$ cat src/rtl/alu_share_arbiter.sv
// Round-robin arbiter and sequencer for a shared 4-function ALU (NOT, AND, OR, ADD).
// Each operation occupies the unit for IDLE->EXEC->DONE; results are registered with Z/CF.
module alu_share_arbiter #(
  parameter int WIDTH = 4
) (
  input  logic             clk,
  input  logic             rst_n,
  input  logic             req0,
  input  logic             req1,
  input  logic [1:0]       op0,
  input  logic [1:0]       op1,
  input  logic [WIDTH-1:0] a0,
  input  logic [WIDTH-1:0] b0,
  input  logic [WIDTH-1:0] a1,
  input  logic [WIDTH-1:0] b1,
  output logic             gnt0,
  output logic             gnt1,
  output logic             ack0,
  output logic             ack1,
  output logic [WIDTH-1:0] result,
  output logic             z,
  output logic             cf,
  output logic             busy
);

  typedef enum logic [1:0] {
    IDLE = 2'd0,
    EXEC = 2'd1,
    DONE = 2'd2
  } state_t;

  state_t           state;
  logic             last;
  logic             win;
  logic             win_next;
  logic             start;
  logic [1:0]       op_q;
  logic [WIDTH-1:0] a_q;
  logic [WIDTH-1:0] b_q;
  logic [WIDTH:0]   exec_res;

  // Returns {carry, result}; carry is only ever set by ADD.
  function automatic logic [WIDTH:0] alu_eval(input logic [1:0] op,
                                              input logic [WIDTH-1:0] a,
                                              input logic [WIDTH-1:0] b);
    case (op)
      2'b00:   alu_eval = {1'b0, ~a};
      2'b01:   alu_eval = {1'b0, a & b};
      2'b10:   alu_eval = {1'b0, a | b};
      default: alu_eval = {1'b0, a} + {1'b0, b};
    endcase
  endfunction

  // On a tie the requester that did not win last time goes next.
  assign win_next = (req0 && req1) ? ~last : req1;
  assign start    = (state == IDLE) && (req0 || req1);
  assign exec_res = alu_eval(op_q, a_q, b_q);

  // Operand capture: no reset needed, only read in EXEC after a fresh latch.
  always_ff @(posedge clk) begin
    if (start) begin
      op_q <= win_next ? op1 : op0;
      a_q  <= win_next ? a1  : a0;
      b_q  <= win_next ? b1  : b0;
    end
  end

  always_ff @(posedge clk or negedge rst_n) begin
    if (!rst_n) begin
      state  <= IDLE;
      last   <= 1'b1;
      win    <= 1'b0;
      gnt0   <= 1'b0;
      gnt1   <= 1'b0;
      ack0   <= 1'b0;
      ack1   <= 1'b0;
      result <= '0;
      z      <= 1'b0;
      cf     <= 1'b0;
      busy   <= 1'b0;
    end else begin
      case (state)
        IDLE: begin
          if (req0 || req1) begin
            win   <= win_next;
            gnt0  <= ~win_next;
            gnt1  <= win_next;
            busy  <= 1'b1;
            state <= EXEC;
          end
        end
        EXEC: begin
          result <= exec_res[WIDTH-1:0];
          cf     <= exec_res[WIDTH];
          z      <= (exec_res[WIDTH-1:0] == '0);
          ack0   <= ~win;
          ack1   <= win;
          state  <= DONE;
        end
        DONE: begin
          last  <= win;
          gnt0  <= 1'b0;
          gnt1  <= 1'b0;
          ack0  <= 1'b0;
          ack1  <= 1'b0;
          busy  <= 1'b0;
          state <= IDLE;
        end
        default: begin
          gnt0  <= 1'b0;
          gnt1  <= 1'b0;
          ack0  <= 1'b0;
          ack1  <= 1'b0;
          busy  <= 1'b0;
          state <= IDLE;
        end
      endcase
    end
  end

endmodule
$ cat config.mk
export PLATFORM = sky130hd
export DESIGN_NAME = alu_share_arbiter
export DESIGN_NICKNAME = d
export VERILOG_FILES = /design/src/rtl/alu_share_arbiter.sv
export SDC_FILE = /design/constraint.sdc
export NUM_CORES = 1
export LEC_CHECK = 0
export ABC_AREA = 0
export BUFFER_PORTS_ARGS = -buffer_cell sky130_fd_sc_hd__buf_2
export CAP_MARGIN = 20
export CORE_MARGIN = 4
export CORE_UTILIZATION = 47
export DETAILED_ROUTE_END_ITERATION = 6
export GPL_TIMING_DRIVEN = 0
export PLACE_DENSITY = 0.74
export SLEW_MARGIN = 25
export SYNTH_ARGS = -nofsm -noshare
export SYNTH_HDL_FRONTEND = slang
export SYNTH_SLANG_ARGS = --single-unit
$ cat constraint.sdc
create_clock -name clk -period 1.8 [get_ports clk]
set_input_delay 0.27 -clock clk [delete_from_list [all_inputs] [get_ports clk]]
set_output_delay 0.27 -clock clk [all_outputs]
set_load 0.005 [all_outputs]
==> impl_metrics.tcl, run 1 <==
set metrics [dict create \
    n_antenna_cell 0 \
    nNetsFinal 194 \
    hold_depth 2 \
    die_height_um 61.7 \
    timing.final.hold_violations 0 \
    cts-buffers-inserted 3 \
    globalplace.congestion 0.830 \
    r2r_cells 6 \
    vias 984 \
    ys_seq_elements 25 \
    clock_tree.buffer_depth 2 \
    route.detailed.drc 0 \
    area.sequential_um2 677 \
    floorplan.io_pins 35 \
    rr_endpoint "z" \
    cts.htree.levels 1 \
    length_of_the_first_detailed_routing_pass_in_iterations 4 \
    post_layout_inst_area_mm2 0.00165 \
    worst_slew_pin_slew_ns 0.624 \
    synth_warn 0 \
    finalCoreUtilization 0.598 \
    place_area_mm2 0.00156 \
    flow.area_growth_from_synthesis_pct 21.9 \
    required_ns 2.02 \
    row_count 19 \
    syn_inst 117 \
    worst_skew_pair.late_latency_ns 0.32 \
    setup_violations 0 \
    avgRoutedWirePerCell_um 12.7 \
    kind_of_capture_point_of_the_worst_setup_path "flop" \
    setup_total_negative_slack_ns 0 \
    detail-route-antenna-nets 0 \
    core_area_mm2 0.00276 \
    place_hpwl_um 1900 \
    worst-setup-path-type "flop to flop" \
    synth_sequential_area_ratio 0.500 \
    cts_tree "done" \
    highest_net_fanout_along_the_worst_path 3 \
    cellPowerDensity_mw_per_mm2 1430 \
    hold-path-endpoint "a_q[2]" \
    syn-mean-instance-area_um2 11.6 \
    die-area_mm2 0.00380 \
    max_clock_freq_mhz 559 \
    max-cap-violations 0 \
    cell_area_after_synthesis_mm2 0.00135 \
    timing.critical_path.from_type "flop" \
    cts_root_buffer "clkbuf_4" \
    clock-skew-final_ns 0.00525 \
    finalMaxSlewViolations 0 \
    ys_types 33 \
    ir_worst_vdd_uv 918 \
    run_status "finished, final reports clean" \
    fin_crit_ns 1.79 \
    grt_antenna_before_repair 0 \
    arrival_ns 2.01 \
    initialDrtViolationCount 26 \
    via_count_of_the_first_global_routing_pass 947 \
    path_clk_slew_ns 0.13 \
    slew-limit-headroom 0.582 \
    hold_path_startpoint "a1[2]" \
    rsz0062_at_grt "yes" \
    die_x_um 61.7 \
    fillers 240 \
    hold_crit_class "primary input to flop" \
    clock_sinks 25 \
    layout-drive-gt1-share 0.406 \
    reg2reg_slack_ns 0.01 \
    grtUsageTotal 0.143 \
    final_min_period_over_clock_period 0.994 \
    route.detailed.vias_per_inst 5.15 \
    syn_nets 150 \
    grt_start_max_net_pins 16 \
    multiInputGateArea_um2 616 \
    io_buf_count 34 \
    wl_um 2430 \
    global_route.overflow_total 0 \
    worst_r2r_startpoint "a_q[1]" \
    global_route_wire_length_before_repair_um 3910 \
    power.static_leakage_nw 0.790 \
    start_util 0.491 \
]
logic make-up after synthesis:
family,Yosys count,synth area share
adders and majority gates,9,0.0832
muxes,14,0.131
DFF,25,0.500
and+or+nand+nor,21,0.0767
xor gates and xnor gates,2,0.0129
AOI/OAI and AO/OA,27,0.135
buffers and inverters,19,0.0610
area by class of cell:
cell class                      instances  area share
Sequential cell                        25       0.410
Multi-Input combinational cell         73       0.373
Timing Repair Buffer                   39       0.127
Inverter                               17      0.0387
Tap cell                               31      0.0235
Clock buffer                            4      0.0159
Buffer                                  2      0.0114
synth_stat cells:
library cell | number | area [µm²]
a211oi_1 | 1 | 7.51
a21boi_0 | 2 | 15.0
a21o_1 | 1 | 7.51
a21oi_1 | 5 | 25.0
a32o_1 | 1 | 10.0
and2_1 | 1 | 6.26
and2b_4 | 1 | 10.0
buf_2 | 1 | 5.00
clkbuf_8 | 1 | 13.8
dfrtp_1 | 14 | 350
dfstp_2 | 1 | 26.3
edfxtp_1 | 10 | 300
ha_1 | 9 | 113
inv_1 | 16 | 60.1
inv_2 | 1 | 3.75
mux2_2 | 10 | 113
mux2i_1 | 2 | 20.0
mux4_2 | 2 | 45.0
nand2_1 | 6 | 22.5
nand2b_1 | 1 | 6.26
nor2_1 | 8 | 30.0
nor2b_1 | 2 | 12.5
nor2b_2 | 1 | 8.76
o211a_1 | 1 | 10.0
o211ai_1 | 1 | 7.51
o21a_1 | 2 | 15.0
o21ai_0 | 7 | 35.0
o21ai_1 | 1 | 5.00
o31a_2 | 1 | 10.0
o31ai_1 | 2 | 15.0
o32a_1 | 2 | 20.0
or2b_1 | 1 | 7.51
xnor2_1 | 2 | 17.5
worst max-delay path by stage:
stage                        start      to  cells past startpoint
after global placement    state[0]  a_q[0]                      3
after detailed placement  state[0]  b_q[0]                      3
after global routing        b_q[1]       z                      6
after floorplan             a_q[1]       z                      6
final                       a_q[1]       z                      6
after CTS                   a_q[1]       z                      6
flip-flops by register name, summed over array words and instances (netlist names):
name    count
a_q         4
b_q         4
result      4
op_q        2
state       2
ack0        1
ack1        1
busy        1
cf          1
gnt0        1
gnt1        1
last        1
win         1
z           1
worst max-delay path, stage by stage (launching register included):
cell and delay (ns):
edfxtp_1 0.43, inv_2 0.09, ha_4 0.21, xnor2_1 0.12, mux4_2 0.47, o211a_1 0.15
a32o_1 0.21
placed cells by master, fill, tap and decap left out, types with 2 or more instances in the layout:
| cell type | instances |
|---|---|
| clkbuf_4 | 3 |
| inv_2 | 3 |
| edfxtp_1 | 10 |
| nor2b_1 | 2 |
| o31ai_1 | 2 |
| inv_1 | 14 |
| mux2i_1 | 2 |
| nand2_1 | 6 |
| mux2_2 | 10 |
| mux4_2 | 2 |
| o21a_1 | 2 |
| dfrtp_1 | 14 |
| xnor2_1 | 2 |
| o21ai_0 | 7 |
| ha_1 | 8 |
| buf_4 | 4 |
| o32a_1 | 2 |
| a21oi_1 | 5 |
| nor2_1 | 8 |
| buf_2 | 35 |
metrics by stage:
step	std cells	hold WS, ns	worst slack [ns]	power (mW)
after global routing	191	0.227	-0.0350	2.59
final	191	0.241	0.0114	2.37
after global placement	182	0.179	-0.0969	2.00
after detailed placement	182	0.192	-0.134	2.05
after CTS	190	0.234	0.0113	2.37
after floorplan	117	-0.0256	0.0241	1.74
where the power goes:
part,internal (mW),switching (mW)
sequential,0.857,0.148
combinational,0.570,0.541
clock,0.0867,0.164
per-layer routing:
layer	wire length [µm]	GRT usage
met5	0	0
met3	133	0.0314
met1	1070	0.173
met2	1180	0.236
met4	46	0.0788
what timing repair did:
item,in CTS,in global routing
hold endpoints to repair,14,0
pin swaps,1,1
resized for setup,4,1
hold buffers,1,0
cloned,0,0
buffers inserted,3,1
endpoints found under the setup margin,12,1
Power figures use the tool's default switching activity.
==> inputs of run 2 (changes only) <==
Settings changed: ABC_AREA 0 to 1.
==> run 2 against run 1 <==
  * Synthesized cell count is 44% higher
  * Setup slack better by 0.31 ns
  * Maximum frequency is 21% higher
  * Power is 8.1% higher
==> impl_metrics.tcl, run 2 <==
set metrics [dict create \
    hold_path_startpoint "a1[0]" \
    wl_um 2490 \
    yosysTopAreaCellShare 0.255 \
    avgRoutedWirePerCell_um 10.4 \
    timing.final.hold_violations 0 \
    switching_power_mw 1.10 \
    netlist_top_cells_count "nand2_1 (63), inv_1 (26), dfrtp_1 (14)" \
    async_reset_ff_frac 0.600 \
    synth_sequential_area_ratio 0.493 \
    power.static_leakage_nw 0.900 \
    die_x_um 62.1 \
    timing.critical_path.from "state[0]" \
    syn-mean-instance-area_um2 8.18 \
    ys_types 22 \
    clock_sinks 25 \
    grtUsageTotal 0.152 \
    biggestRegsByFlops "a_q (4), b_q (4), result (4)" \
    global_route_wire_length_before_repair_um 4310 \
    synth_flop_cell "dfrtp_1" \
    max_clock_freq_mhz 677 \
    syn_inst 168 \
    layout-drive-gt1-share 0.242 \
    core_area_mm2 0.00278 \
    route.detailed.drc 0 \
    synth_warn 0 \
    required_ns 1.82 \
    setup_total_negative_slack_ns 0 \
    cts_root_buffer "clkbuf_4" \
    worst_slew_pin_slew_ns 0.445 \
    top_library_cells_by_usage_in_the_layout_fill_and_taps_aside "nand2_1 (63), buf_2 (34), inv_1 (26)" \
    io_buf_count 34 \
    row_count 19 \
    path_clk_slew_ns 0.14 \
    highest_net_fanout_along_the_worst_path 11 \
    floorplan.io_pins 35 \
    cts.htree.levels 1 \
    reg2reg_slack_ns 0.32 \
    start_util 0.494 \
    post_cts_buffers 0 \
    die_height_um 62.1 \
    ys_seq_elements 25 \
    worst_skew_pair.late_latency_ns 0.32 \
    globalplace.congestion 0.892 \
    fillers 260 \
    layout_commonest_cell "nand2_1" \
    worst-setup-path-type "flop to flop" \
    run_status "finished, final reports clean" \
    arrival_ns 1.50 \
    route.detailed.vias_per_inst 4.80 \
    detail-route-antenna-nets 0 \
    seq_power_share 0.425 \
    global_route.overflow_total 0 \
    place_hpwl_um 2040 \
    vias 1143 \
    cell_internal_pwr_mw 1.46 \
    rsz0062_at_grt "no" \
    worst_r2r_startpoint "state[0]" \
    share_clk_of_total_power 0.098 \
    initialDrtViolationCount 53 \
    grt_antenna_before_repair 0 \
    cts_tree "done" \
    synth-edff-count 10 \
    nNetsFinal 241 \
    max-cap-violations 0 \
    final_min_period_over_clock_period 0.820 \
    slew-limit-headroom 0.703 \
    fin_crit_ns 1.48 \
    yosys.cell_count.top_type "nand2_1" \
    die-area_mm2 0.00385 \
    via_count_of_the_first_global_routing_pass 1054 \
    ir_worst_vdd_uv 960 \
    n_antenna_cell 0 \
    clock_tree.buffer_depth 2 \
    clock-skew-final_ns 0.00899 \
    power.share.combinational 0.477 \
    cts-buffers-inserted 3 \
    finalHoldWorstSlack_ns 0.202 \
    flow.area_growth_from_synthesis_pct 17.9 \
    length_of_the_first_detailed_routing_pass_in_iterations 4 \
    power.share.switching 0.429 \
    syn_nets 201 \
    timing.critical_path.from_type "flop" \
    cell_area_after_synthesis_mm2 0.00137 \
    hold_crit_class "primary input to flop" \
    synth_top_cell_by_area "dfrtp_1" \
    grt_start_max_net_pins 16 \
    cellPowerDensity_mw_per_mm2 1580 \
    kind_of_capture_point_of_the_worst_setup_path "flop" \
    setup_violations 0 \
    netlist_top_cells_area "dfrtp_1 (26%), edfxtp_1 (22%), nand2_1 (17%)" \
    finalMaxSlewViolations 0 \
]
run 2: logic make-up after synthesis:
kind of cell,Yosys count,synth area share
flip-flops,25,0.493
adder cells (fa/ha/maj),9,0.0820
buffers and inverters,31,0.0847
AND/OR/NAND/NOR,87,0.268
AO/OA/AOI/OAI,16,0.0729
run 2: power by group through the flow:
| stage | sequential [mW] | combinational, mW | clock [mW] |
|---|---|---|---|
| floorplan | 1.08 | 0.896 | 0 |
| global placement | 1.09 | 1.19 | 0 |
| detailed placement | 1.10 | 1.24 | 0 |
| CTS | 1.09 | 1.24 | 0.263 |
| global route | 1.13 | 1.44 | 0.282 |
| finish | 1.09 | 1.22 | 0.250 |
run 2: metrics by stage:
stage,instances,instance area (µm²),total power [mW],worst slack [ns],util
floorplan,168,1370,1.98,0.480,-
global placement,233,1580,2.28,0.371,0.569
detailed placement,233,1580,2.34,0.322,0.569
CTS,238,1620,2.60,0.312,0.583
global route,238,1620,2.85,0.196,0.583
finish,238,1620,2.56,0.323,0.583
run 2: critical path, stage by stage, from the launching register on:
cell and delay (ns):
dfrtp_1 0.41, inv_1 0.13, nor2_4 0.08, a31oi_2 0.19
nand2_1 0.14, inv_2 0.23
run 2: area by class of cell:
cell class / count / area [µm²] / area share
Multi-Input combinational cell: 112 / 581 / 0.358
Clock inverter: 1 / 5.00 / 0.00309
Clock buffer: 3 / 22.5 / 0.0139
Tap cell: 31 / 38.8 / 0.0239
Buffer: 2 / 7.51 / 0.00463
Timing Repair Buffer: 35 / 180 / 0.111
Sequential cell: 25 / 677 / 0.418
Inverter: 29 / 109 / 0.0672
run 2: path summary, 6_finish.rpt:
kind,to,cells after the start
setup / recovery,a_q[3],5
hold / removal,a_q[0],3
setup reg to reg,a_q[3],5
hold reg to reg,ack0,1
max in group asynchronous,last,2
min in group asynchronous,result[2],2
run 2: timing repair:
item                      4_1_cts  5_1_grt
hold endpoints to repair       14        0
resized for setup               0        0
hold buffers                    1        0
run 2: layer usage:
layer / vias to the layer above / GRT usage / wire length [µm]
met5: - / 0 / 0
met4: 0 / 0.0636 / 34
met3: 6 / 0.0248 / 152
met2: 30 / 0.256 / 1160
met1: 504 / 0.192 / 1140
li1: 603 / - / -
==> inputs of run 3 (changes only) <==
Clock period 1.8 ns to 1.2 ns, I/O delays scaled along.
==> run 3 against run 2 <==
  * The flow now finishes with violations (setup timing)
  * Setup slack lost 0.52 ns
  * Sequential share of layout area shrank 5.9 points
  * Via count grew 10%
  * Clock skew shrank 0.0066 ns
  * Maximum frequency grew 5.8%
  * Die area is the same
  * Utilization grew 9.7 points
  * Final area grew 17%
  * Clock power grew 59%
  * Power grew 91%
  * Routed wire length grew 25%
  * Largest power group unchanged
==> impl_metrics.tcl, run 3 (synthesis gave the netlist of run 2 again) <==
set metrics [dict create \
    clock_sinks 25 \
    cellPowerDensity_mw_per_mm2 2590 \
    arrival_ns 1.63 \
    cts.htree.levels 1 \
    kind_of_capture_point_of_the_worst_setup_path "flop" \
    critical_path.top_delay_family "simple AND/OR/NAND/NOR gates" \
    place_hpwl_um 2050 \
    top_library_cells_by_usage_in_the_layout_fill_and_taps_aside "nand2_1 (41), buf_2 (34), inv_1 (20), nand2_2 (20), dfrtp_1 (13)" \
    hold_depth 3 \
    post-layout-total-power_mw 4.88 \
    clock_tree.buffer_depth 2 \
    grtUsageTotal 0.166 \
    worst_skew_pair.late_latency_ns 0.32 \
    worst-setup-path-type "flop to flop" \
    hold-path-endpoint "op_q[1]" \
    post_layout_inst_area_mm2 0.00189 \
    max_clock_freq_mhz 717 \
    hold_crit_class "primary input to flop" \
    route.met3.wl_um 177 \
    route.detailed.drc 0 \
    fin_crit_ns 1.40 \
    grt_start_max_net_pins 16 \
    share_clk_of_total_power 0.081 \
    io_buf_count 34 \
    global_route_wire_length_before_repair_um 4710 \
    nNetsFinal 253 \
    layout-drive-gt1-share 0.466 \
    avgRoutedWirePerCell_um 12.4 \
    critical-path-slowest-cell "edfxtp_1" \
    slew-limit-headroom 0.778 \
    via_count_of_the_first_global_routing_pass 1136 \
    setup_violations 27 \
    seq_power_share 0.338 \
    initialDrtViolationCount 52 \
    die_x_um 62.1 \
    cell_internal_pwr_mw 2.71 \
    die_height_um 62.1 \
    grt_antenna_before_repair 0 \
    switching_power_mw 2.17 \
    timing.critical_path.from_type "flop" \
    global_route.overflow_total 0 \
    start_util 0.494 \
    reg2reg_slack_ns -0.20 \
    flow.area_growth_from_synthesis_pct 37.5 \
    crit_chain "inv_2 > ha_4 > nand2_4 > nand2_4 > nand2_4 > nand2_2 > nand2_2 > nand3_2 > nand2_1 > nand2_1 > nand2_1" \
    path_clk_slew_ns 0.15 \
    floorplan.io_pins 35 \
    placedCellCount 233 \
    core_area_mm2 0.00278 \
    die-area_mm2 0.00385 \
    n_antenna_cell 0 \
    timing.final.hold_violations 0 \
    layout_commonest_cell "nand2_1" \
    length_of_the_first_detailed_routing_pass_in_iterations 4 \
    finalMaxSlewViolations 0 \
    r2r_cells 11 \
    biggestRegsByFlops "a_q (4), b_q (4), result (4)" \
    power.static_leakage_nw 1.00 \
    detail-route-antenna-nets 0 \
    final_min_period_over_clock_period 1.16 \
    hold_path_startpoint "op1[1]" \
    required_ns 1.43 \
    vias 1262 \
    highest_net_fanout_along_the_worst_path 3 \
    cts_tree "done" \
    rr_endpoint "z" \
    place_area_mm2 0.00161 \
    instances_no_fill 250 \
    cts-buffers-inserted 3 \
    power.share.combinational 0.580 \
    worst_slew_pin_slew_ns 0.333 \
    rsz0062_at_grt "yes" \
    ir_worst_vdd_uv 2030 \
    worst_r2r_startpoint "a_q[1]" \
    row_count 19 \
    cts_root_buffer "clkbuf_4" \
    dr.max_layer_used "met4" \
    met2_wirelength_um 1620 \
    globalplace.congestion 0.883 \
    fin_ws_ns -0.196 \
    max-cap-violations 0 \
    wl_um 3100 \
    power.share.switching 0.445 \
    route.detailed.vias_per_inst 5.05 \
    m1WireLength_um 1240 \
    violated_checks "setup timing" \
    clock-skew-final_ns 0.00242 \
    crit_path_max_incr_delay_ns 0.41 \
    run_status "finished with violations" \
    worstPathBufferInverterCount 1 \
]
-- run 3: changes by cell type in the layout (fill, tap and decap cells not counted), sizes merged --
cell    previous run  this run
clkinv             1         0
clkbuf             5         4
buf               34        47
inv               29        30
-- run 3: repair_timing --
action,in CTS,in global routing
setup endpoints to repair,30,31
gates cloned,1,0
setup buffers,9,2
pin swaps,3,4
resized for setup,20,30
hold buffers,1,0
endpoints found under the hold margin,14,0
-- run 3: through the flow --
step / worst slack, ns / util / TNS [ns] / hold WS, ns
after floorplan: -0.0651 / - / -0.344 / -0.116
final: -0.196 / 0.679 / -2.29 / 0.117
after CTS: -0.191 / 0.641 / -2.61 / 0.107
after global routing: -0.275 / 0.679 / -3.63 / 0.102
after global placement: -0.150 / 0.580 / -2.27 / 0.0847
after detailed placement: -0.216 / 0.580 / -3.58 / 0.0959
-- run 3: worst max-delay path by stage --
stage,startpoint,to,depth (start not counted),slack [ns]
final,a_q[1],z,11,-0.20
after CTS,a_q[1],z,11,-0.19
after global routing,b_q[1],z,11,-0.27
after floorplan,a_q[1],z,11,-0.07
after detailed placement,a_q[1],z,11,-0.22
after global placement,a_q[1],z,11,-0.15
-- run 3: power groups by stage --
stage                     combinational [mW]  sequential [mW]  clock (mW)
final                                   2.84             1.65       0.397
after global routing                    3.15             1.71       0.443
after CTS                               2.33             1.64       0.408
after detailed placement                1.99             1.67           0
after global placement                  1.91             1.64           0
after floorplan                         1.45             1.63           0
-- run 3: cell type report --
class | count | area [µm²]
buffer | 2 | 22.5
clock buffer | 3 | 22.5
multi-input combinational | 112 | 727
tap | 31 | 38.8
timing repair buffer | 47 | 278
sequential | 25 | 678
fill | 211 | 892
inverter | 29 | 116
clock inverter | 1 | 6.26
-- run 3: tightest hold or removal path: cells and delay by family --
kind          cells  cell delay [ns]
buf+inv           1             0.08
simple gates      2             0.08
-- run 3: layer usage --
layer / vias to the layer above / GRT usage
met5: - / 0
met4: 0 / 0.0485
met3: 10 / 0.0310
met2: 48 / 0.306
met1: 576 / 0.194
li1: 628 / -
